$ cat src/rtl/fetch_if.sv
// fetch_if: handshake/bus bundle between the fetch stage and its neighbours
// (hazard unit, ID-stage branch/jump resolution, instruction memory and the
// decode stage).
//   master : driven by the surrounding pipeline (control and memory side)
//   slave  : used by fetch_stage
// Signals:
//   stall, pc_src, pc_jump          hazard/redirect controls
//   branch_target[31:0]             branch destination from ID
//   jump_index[25:0]                instr[25:0] of the jump in ID
//   imem_rdata[31:0]                instruction word at imem_addr (combinational)
//   imem_addr[31:0]                 current PC
//   if_id_instr, if_id_pc_plus4     IF/ID pipeline register contents
//   if_id_valid                     1 = real instruction, 0 = bubble
// Optional macro FETCH_PERF_CNT_EN adds fetch_count and flush_count.
interface fetch_if;
    logic        stall;
    logic        pc_src;
    logic        pc_jump;
    logic [31:0] branch_target;
    logic [25:0] jump_index;
    logic [31:0] imem_rdata;
    logic [31:0] imem_addr;
    logic [31:0] if_id_instr;
    logic [31:0] if_id_pc_plus4;
    logic        if_id_valid;
`ifdef FETCH_PERF_CNT_EN
    logic [31:0] fetch_count;
    logic [31:0] flush_count;
`endif

    modport master (
        output stall, pc_src, pc_jump, branch_target, jump_index, imem_rdata,
        input  imem_addr, if_id_instr, if_id_pc_plus4, if_id_valid
`ifdef FETCH_PERF_CNT_EN
        , input fetch_count, flush_count
`endif
    );

    modport slave (
        input  stall, pc_src, pc_jump, branch_target, jump_index, imem_rdata,
        output imem_addr, if_id_instr, if_id_pc_plus4, if_id_valid
`ifdef FETCH_PERF_CNT_EN
        , output fetch_count, flush_count
`endif
    );
endinterface

$ cat src/rtl/fetch_stage.sv
// fetch_stage: MIPS instruction-fetch stage plus IF/ID pipeline register.
// Holds the PC, drives imem_addr, selects the next PC (jump > branch >
// stall > sequential) and loads/holds/flushes the IF/ID register.
// Ports:
//   clk  - rising-edge clock
//   rst  - synchronous, active-high reset
//   bus  - fetch_if.slave (controls, imem interface, IF/ID outputs)
// Parameters:
//   RESET_PC  - PC loaded on reset
//   NOP_INSTR - word injected into IF/ID on reset and flush
// Optional macro FETCH_PERF_CNT_EN: adds fetch_count (valid IF/ID loads)
// and flush_count (redirect cycles), both wrapping 32-bit counters.
module fetch_stage #(
    parameter logic [31:0] RESET_PC  = 32'h0000_0000,
    parameter logic [31:0] NOP_INSTR = 32'h0000_0000
) (
    input logic   clk,
    input logic   rst,
    fetch_if.slave bus
);
    logic [31:0] pc;
    logic [31:0] pc_plus4;
    logic [31:0] jump_target;
    logic [31:0] redirect_pc;
    logic        redirect;

    assign bus.imem_addr = pc;
    assign pc_plus4      = pc + 32'd4;
    // Upper PC bits come from the jump's own PC+4 (now in ID), not the
    // current fetch PC, which may already lie in another 256 MB region.
    assign jump_target   = {bus.if_id_pc_plus4[31:28], bus.jump_index, 2'b00};
    assign redirect      = bus.pc_jump | bus.pc_src;
    assign redirect_pc   = bus.pc_jump ? jump_target
                                       : {bus.branch_target[31:2], 2'b00};

    // Redirect takes precedence over stall: the wrong-path word is dropped
    // and a bubble enters ID even if the hazard unit asked to hold.
    always_ff @(posedge clk) begin
        if (rst) begin
            pc                 <= RESET_PC;
            bus.if_id_instr    <= NOP_INSTR;
            bus.if_id_pc_plus4 <= RESET_PC;
            bus.if_id_valid    <= 1'b0;
        end else if (redirect) begin
            pc                 <= redirect_pc;
            bus.if_id_instr    <= NOP_INSTR;
            bus.if_id_pc_plus4 <= pc_plus4;
            bus.if_id_valid    <= 1'b0;
        end else if (!bus.stall) begin
            pc                 <= pc_plus4;
            bus.if_id_instr    <= bus.imem_rdata;
            bus.if_id_pc_plus4 <= pc_plus4;
            bus.if_id_valid    <= 1'b1;
        end
    end

`ifdef FETCH_PERF_CNT_EN
    always_ff @(posedge clk) begin
        if (rst) begin
            bus.fetch_count <= 32'd0;
            bus.flush_count <= 32'd0;
        end else if (redirect) begin
            bus.flush_count <= bus.flush_count + 32'd1;
        end else if (!bus.stall) begin
            bus.fetch_count <= bus.fetch_count + 32'd1;
        end
    end
`endif
endmodule

$ cat src/flat_wrapper.sv
// flat-port wrapper written by rule: the top's interface ports become plain ports
module fetch_stage_flat 
#(
    parameter logic [31:0] RESET_PC  = 32'h0000_0000,
    parameter logic [31:0] NOP_INSTR = 32'h0000_0000
)
  (clk, rst, bus_stall, bus_pc_src, bus_pc_jump, bus_branch_target, bus_jump_index, bus_imem_rdata, bus_imem_addr, bus_if_id_instr, bus_if_id_pc_plus4, bus_if_id_valid);
  fetch_if bus_i ();
  input logic clk;
  input logic rst;
  input wire logic [$bits(bus_i.stall)-1:0] bus_stall;
  input wire logic [$bits(bus_i.pc_src)-1:0] bus_pc_src;
  input wire logic [$bits(bus_i.pc_jump)-1:0] bus_pc_jump;
  input wire logic [$bits(bus_i.branch_target)-1:0] bus_branch_target;
  input wire logic [$bits(bus_i.jump_index)-1:0] bus_jump_index;
  input wire logic [$bits(bus_i.imem_rdata)-1:0] bus_imem_rdata;
  output wire logic [$bits(bus_i.imem_addr)-1:0] bus_imem_addr;
  output wire logic [$bits(bus_i.if_id_instr)-1:0] bus_if_id_instr;
  output wire logic [$bits(bus_i.if_id_pc_plus4)-1:0] bus_if_id_pc_plus4;
  output wire logic [$bits(bus_i.if_id_valid)-1:0] bus_if_id_valid;
  assign bus_i.stall = bus_stall;
  assign bus_i.pc_src = bus_pc_src;
  assign bus_i.pc_jump = bus_pc_jump;
  assign bus_i.branch_target = bus_branch_target;
  assign bus_i.jump_index = bus_jump_index;
  assign bus_i.imem_rdata = bus_imem_rdata;
  assign bus_imem_addr = bus_i.imem_addr;
  assign bus_if_id_instr = bus_i.if_id_instr;
  assign bus_if_id_pc_plus4 = bus_i.if_id_pc_plus4;
  assign bus_if_id_valid = bus_i.if_id_valid;
  fetch_stage #(.RESET_PC(RESET_PC), .NOP_INSTR(NOP_INSTR)) u_core (.clk(clk), .rst(rst), .bus(bus_i));
endmodule
$ cat config.mk
export PLATFORM = sky130hd
export DESIGN_NAME = fetch_stage_flat
export DESIGN_NICKNAME = d
export VERILOG_FILES = /design/src/rtl/fetch_if.sv /design/src/rtl/fetch_stage.sv /design/src/flat_wrapper.sv
export SDC_FILE = /design/constraint.sdc
export NUM_CORES = 1
export LEC_CHECK = 0
export CORE_ASPECT_RATIO = 0.75
export CORE_MARGIN = 2
export CORE_UTILIZATION = 44
export DETAILED_ROUTE_END_ITERATION = 8
export GPL_TIMING_DRIVEN = 0
export HOLD_SLACK_MARGIN = 0.02
export PLACE_DENSITY = 0.92
export SLEW_MARGIN = 30
export SYNTH_ARGS = -nofsm -noshare
export SYNTH_HDL_FRONTEND = slang
export SYNTH_SLANG_ARGS = --single-unit
$ cat constraint.sdc
create_clock -name clk -period 2.4 [get_ports clk]
set_input_delay 0.48 -clock clk [delete_from_list [all_inputs] [get_ports clk]]
set_output_delay 0.48 -clock clk [all_outputs]
set_load 0.01 [all_outputs]
==> results.md <==
* Status: finished, final reports clean
* Critical setup path kind: reg -> reg
* Category of the worst setup path launch point: flip-flop
* Post-detailed-route count of antenna-violating nets at 0
* Chip height at 93.42 um
* Number of flip-flops and latches in the synthesized netlist at 93
* Required time at the endpoint of the critical path at 2.65 ns
* Ys flop type: dfxtp_1
* Number of warning messages in the yosys log at 0
* Later-pin clock latency in the skew report at 0.35 ns
* Total half-perimeter wirelength after legalization and detailed placement at 13270 um
* Count of buffers inserted at the top-level ports at 183
* Maximum number of buffers from clock root to sink at 2
* Cell type of the slowest stage on the worst timing path: or4_4
* Minimum clock period after layout at 2.297 ns
* Crit-path max cell delay at 0.50 ns
* Worst vdd rail ir drop at 0.3609 mV
* Average detailed-routed wire length per instance at 19.60 um
* Dominant cell type by count on the critical path: buf_4
* Synth async-reset ratio at 0%
* Vias in the first global route at 4968
* Number of clock sinks at 93
* Count of cells along the worst hold path at 1
* Total track usage at 30.31%
* Count of cell instances traversed by the critical path at 7
* Multi-input gate area in the final layout at 2613 sq um
* Wire length reported by the detailed router at 18050 um
* Row count at 32
* Count of non-filler cells in the finished layout at 921
* Worst min path class: reg -> reg
* Leading cell type in the layout, fill and taps excluded: clkdlybuf4s50_1
* Cell area reported after detailed placement at 6704 sq um
* Number of DRC violations after detailed routing at 0
* Worst R2R Setup Slack at 0.10 ns
* Gate Count Post-Synth at 574
* Max Clock Freq at 435.4 MHz
* Crit path capture type: flip-flop
* Worst path buffer plus inverter count at 2
* Post-Place Worst Slack at -0.5536 ns
* Final weighted congestion of routability-driven global placement at 1.012
* Most frequent cells in the layout: 183 x clkdlybuf4s50_1, 87 x dfxtp_1, 79 x nor2_1
* Post-route worst setup slack at 0.1033 ns
* Cell-by-cell trace of the critical path: buf_4 -> nand3_4 -> or4_4 -> buf_4 -> nor4_1 -> xnor2_1 -> o31ai_1
* Number of max-capacitance violations reported at 0
* Diodes inserted at 0
* Reg clk slew, reported paths at 0.07 ns
* Slew Limit Fails at 0
* Final clock skew at 0.004112 ns
* Power density normalized to cell area at 572.7 nW/um^2
* Detailed router's first-iteration violation count at 689
* Detailed-router iteration count before antenna repair at 5
* H-tree lvl count at 3
* Number of flops mapped to enable cells by yosys at 0
* Yosys cell types at 59
* Count of placed standard cells including taps at 896
* Sequential cell area fraction in the yosys report at 39.69%
* Post-route fraction of the period consumed by the critical path at 95.70%
* Clock buffers created by TritonCTS at 9
* Wire length of the first global-routing pass at 26660 um
* Layout filler cell count at 843
* Number of primary I/O pins at 192
* Share of layout cells above drive strength 1 at 9.554%
* Effective utilization at floorplan at 45.41%
* Register cell area after layout at 1869 sq um
* Cell family contributing the most delay on the critical path: simple AND/OR/NAND/NOR gates
* Core footprint at 10330 sq um
* Number of antenna violations at the first check in global routing at 0
* Average vias per placed instance at 5.855
* CTS root buffer: clkbuf_16
* CTS tree: built
* Depth of the worst register-to-register path at 7
* Peak fanout along the critical path at 8
* Slew Limit Headroom at 39.60%
* Slew at the pin closest to its max-slew limit at 0.9026 ns
* Average cell area after synthesis at 8.172 sq um
* Chip width at 123.2 um
* Post-route cell area at 7193 sq um
* Via count at 5392
* Final number of hold-violating endpoints at 0
* Final number of setup-violating endpoints at 0
* Area growth, synth to finish at 53.35%
* Final TNS setup at 0 ns
* Full die area at 11510 sq um
* Maximum number of pins on one net before global-route repair at 17
* Synthesized cell area at 4691 sq um
* Crit path arrival time at 2.55 ns
* Number of hold buffers added after CTS at 0
* Leakage power total at 2.706 nW
* Total congestion overflow at 0
* Layout Nets at 876
==> timing repair <==
action                                  4_1_cts  5_1_grt
pin swaps                                     1        1
buffers inserted                              2       10
endpoints found under the setup margin       18       25
resized for setup                            15       15
==> cell families (layout without fill, tap and decap cells) <==
family                   count (synthesis)  count (layout)  synth area share (%)
AO/OA/AOI/OAI                          145             145                 20.27
XOR/XNOR                                26              26                 4.855
adder cells (fa/ha/maj)                  1               1                0.2667
buffers and inverters                   63             271                 5.708
flip-flops                              93              93                 39.69
multiplexers                            34              34                 7.255
other                                    1               4               0.07994
AND/OR/NAND/NOR                        211             211                 21.87
==> synthesized netlist by cell type (all sizes together) (4+ instances only) <==
master   n  share of area [%]
buf     17                1.9
dfxtp   93                 40
inv     11               0.88
mux2i   34                7.3
a211oi  31                5.1
nor4    10                1.3
nand2   44                3.5
a21oi   44                4.7
xor2    13                2.4
a22oi    5               0.80
o211ai   8                1.3
nor2    79                6.3
or3      4               0.59
nand4   14                2.2
a31oi    4               0.53
clkbuf  34                2.8
and3     4               0.53
o211a    5                1.1
xnor2   13                2.4
and4     6                1.2
nand3   17                1.9
o21ai   24                2.6
nor2b    4               0.53
nor3    16                1.8
==> worst register-to-register path, cell delays in order (launching register included) <==
cell     delay, ns
dfxtp_1       0.36
buf_4         0.18
nand3_4       0.13
or4_4         0.50
buf_4         0.18
nor4_1        0.47
xnor2_1       0.15
o31ai_1       0.23
==> registers in the layout, summed over array words and instances (netlist names) <==
register and flops:
u_core.bus.if_id_valid 1, u_core.bus.if_id_instr 32, u_core.bus.if_id_pc_plus4 30, u_core.bus.imem_addr 30
==> power breakdown <==
part | internal, mW | total [mW] | switching [mW]
Combinational | 0.421 | 0.791 | 0.370
Sequential | 1.62 | 1.72 | 0.0943
Clock | 0.952 | 1.61 | 0.658
Total | 3.00 | 4.12 | 1.12
==> layer usage <==
metal  up-vias  track usage (%)  wire, um
li1       2471                -         -
met1      2548            41.38      7507
met2       334            45.47      8183
met3        39            8.963      1950
met4         0            10.23       410
met5         -                0         0
==> area by class of cell <==
cell class | count | share of cell area, %
sequential | 93 | 25.99
tap | 136 | 2.366
timing repair buffer | 195 | 26.72
clock inverter | 6 | 1.305
buffer | 48 | 3.305
clock buffer | 10 | 3.322
multi-input combinational | 421 | 36.32
inverter | 12 | 0.6784
==> stage by stage <==
step	hold slack, ns	power, mW	utilization (%)
finish	0.4608	4.120	69.63
floorplan	0.4761	2.073	-
global route	0.4842	4.251	69.63
global placement	0.4419	2.483	64.90
CTS	0.4612	4.088	68.59
detailed placement	0.4458	2.503	64.90
==> worst paths after layout <==
path / start / end
worst min-delay path: u_core.bus.if_id_valid$_SDFFE_PP0N_ / u_core.bus.if_id_valid$_SDFFE_PP0N_
worst max register to register: u_core.bus.imem_addr[7]$_SDFFE_PP0N_ / u_core.bus.if_id_pc_plus4[31]$_SDFFE_PP0N_
worst min register to register: u_core.bus.if_id_valid$_SDFFE_PP0N_ / u_core.bus.if_id_valid$_SDFFE_PP0N_
worst max-delay path: u_core.bus.imem_addr[7]$_SDFFE_PP0N_ / u_core.bus.if_id_pc_plus4[31]$_SDFFE_PP0N_
Note: power is estimated with default switching activity, not from simulation.
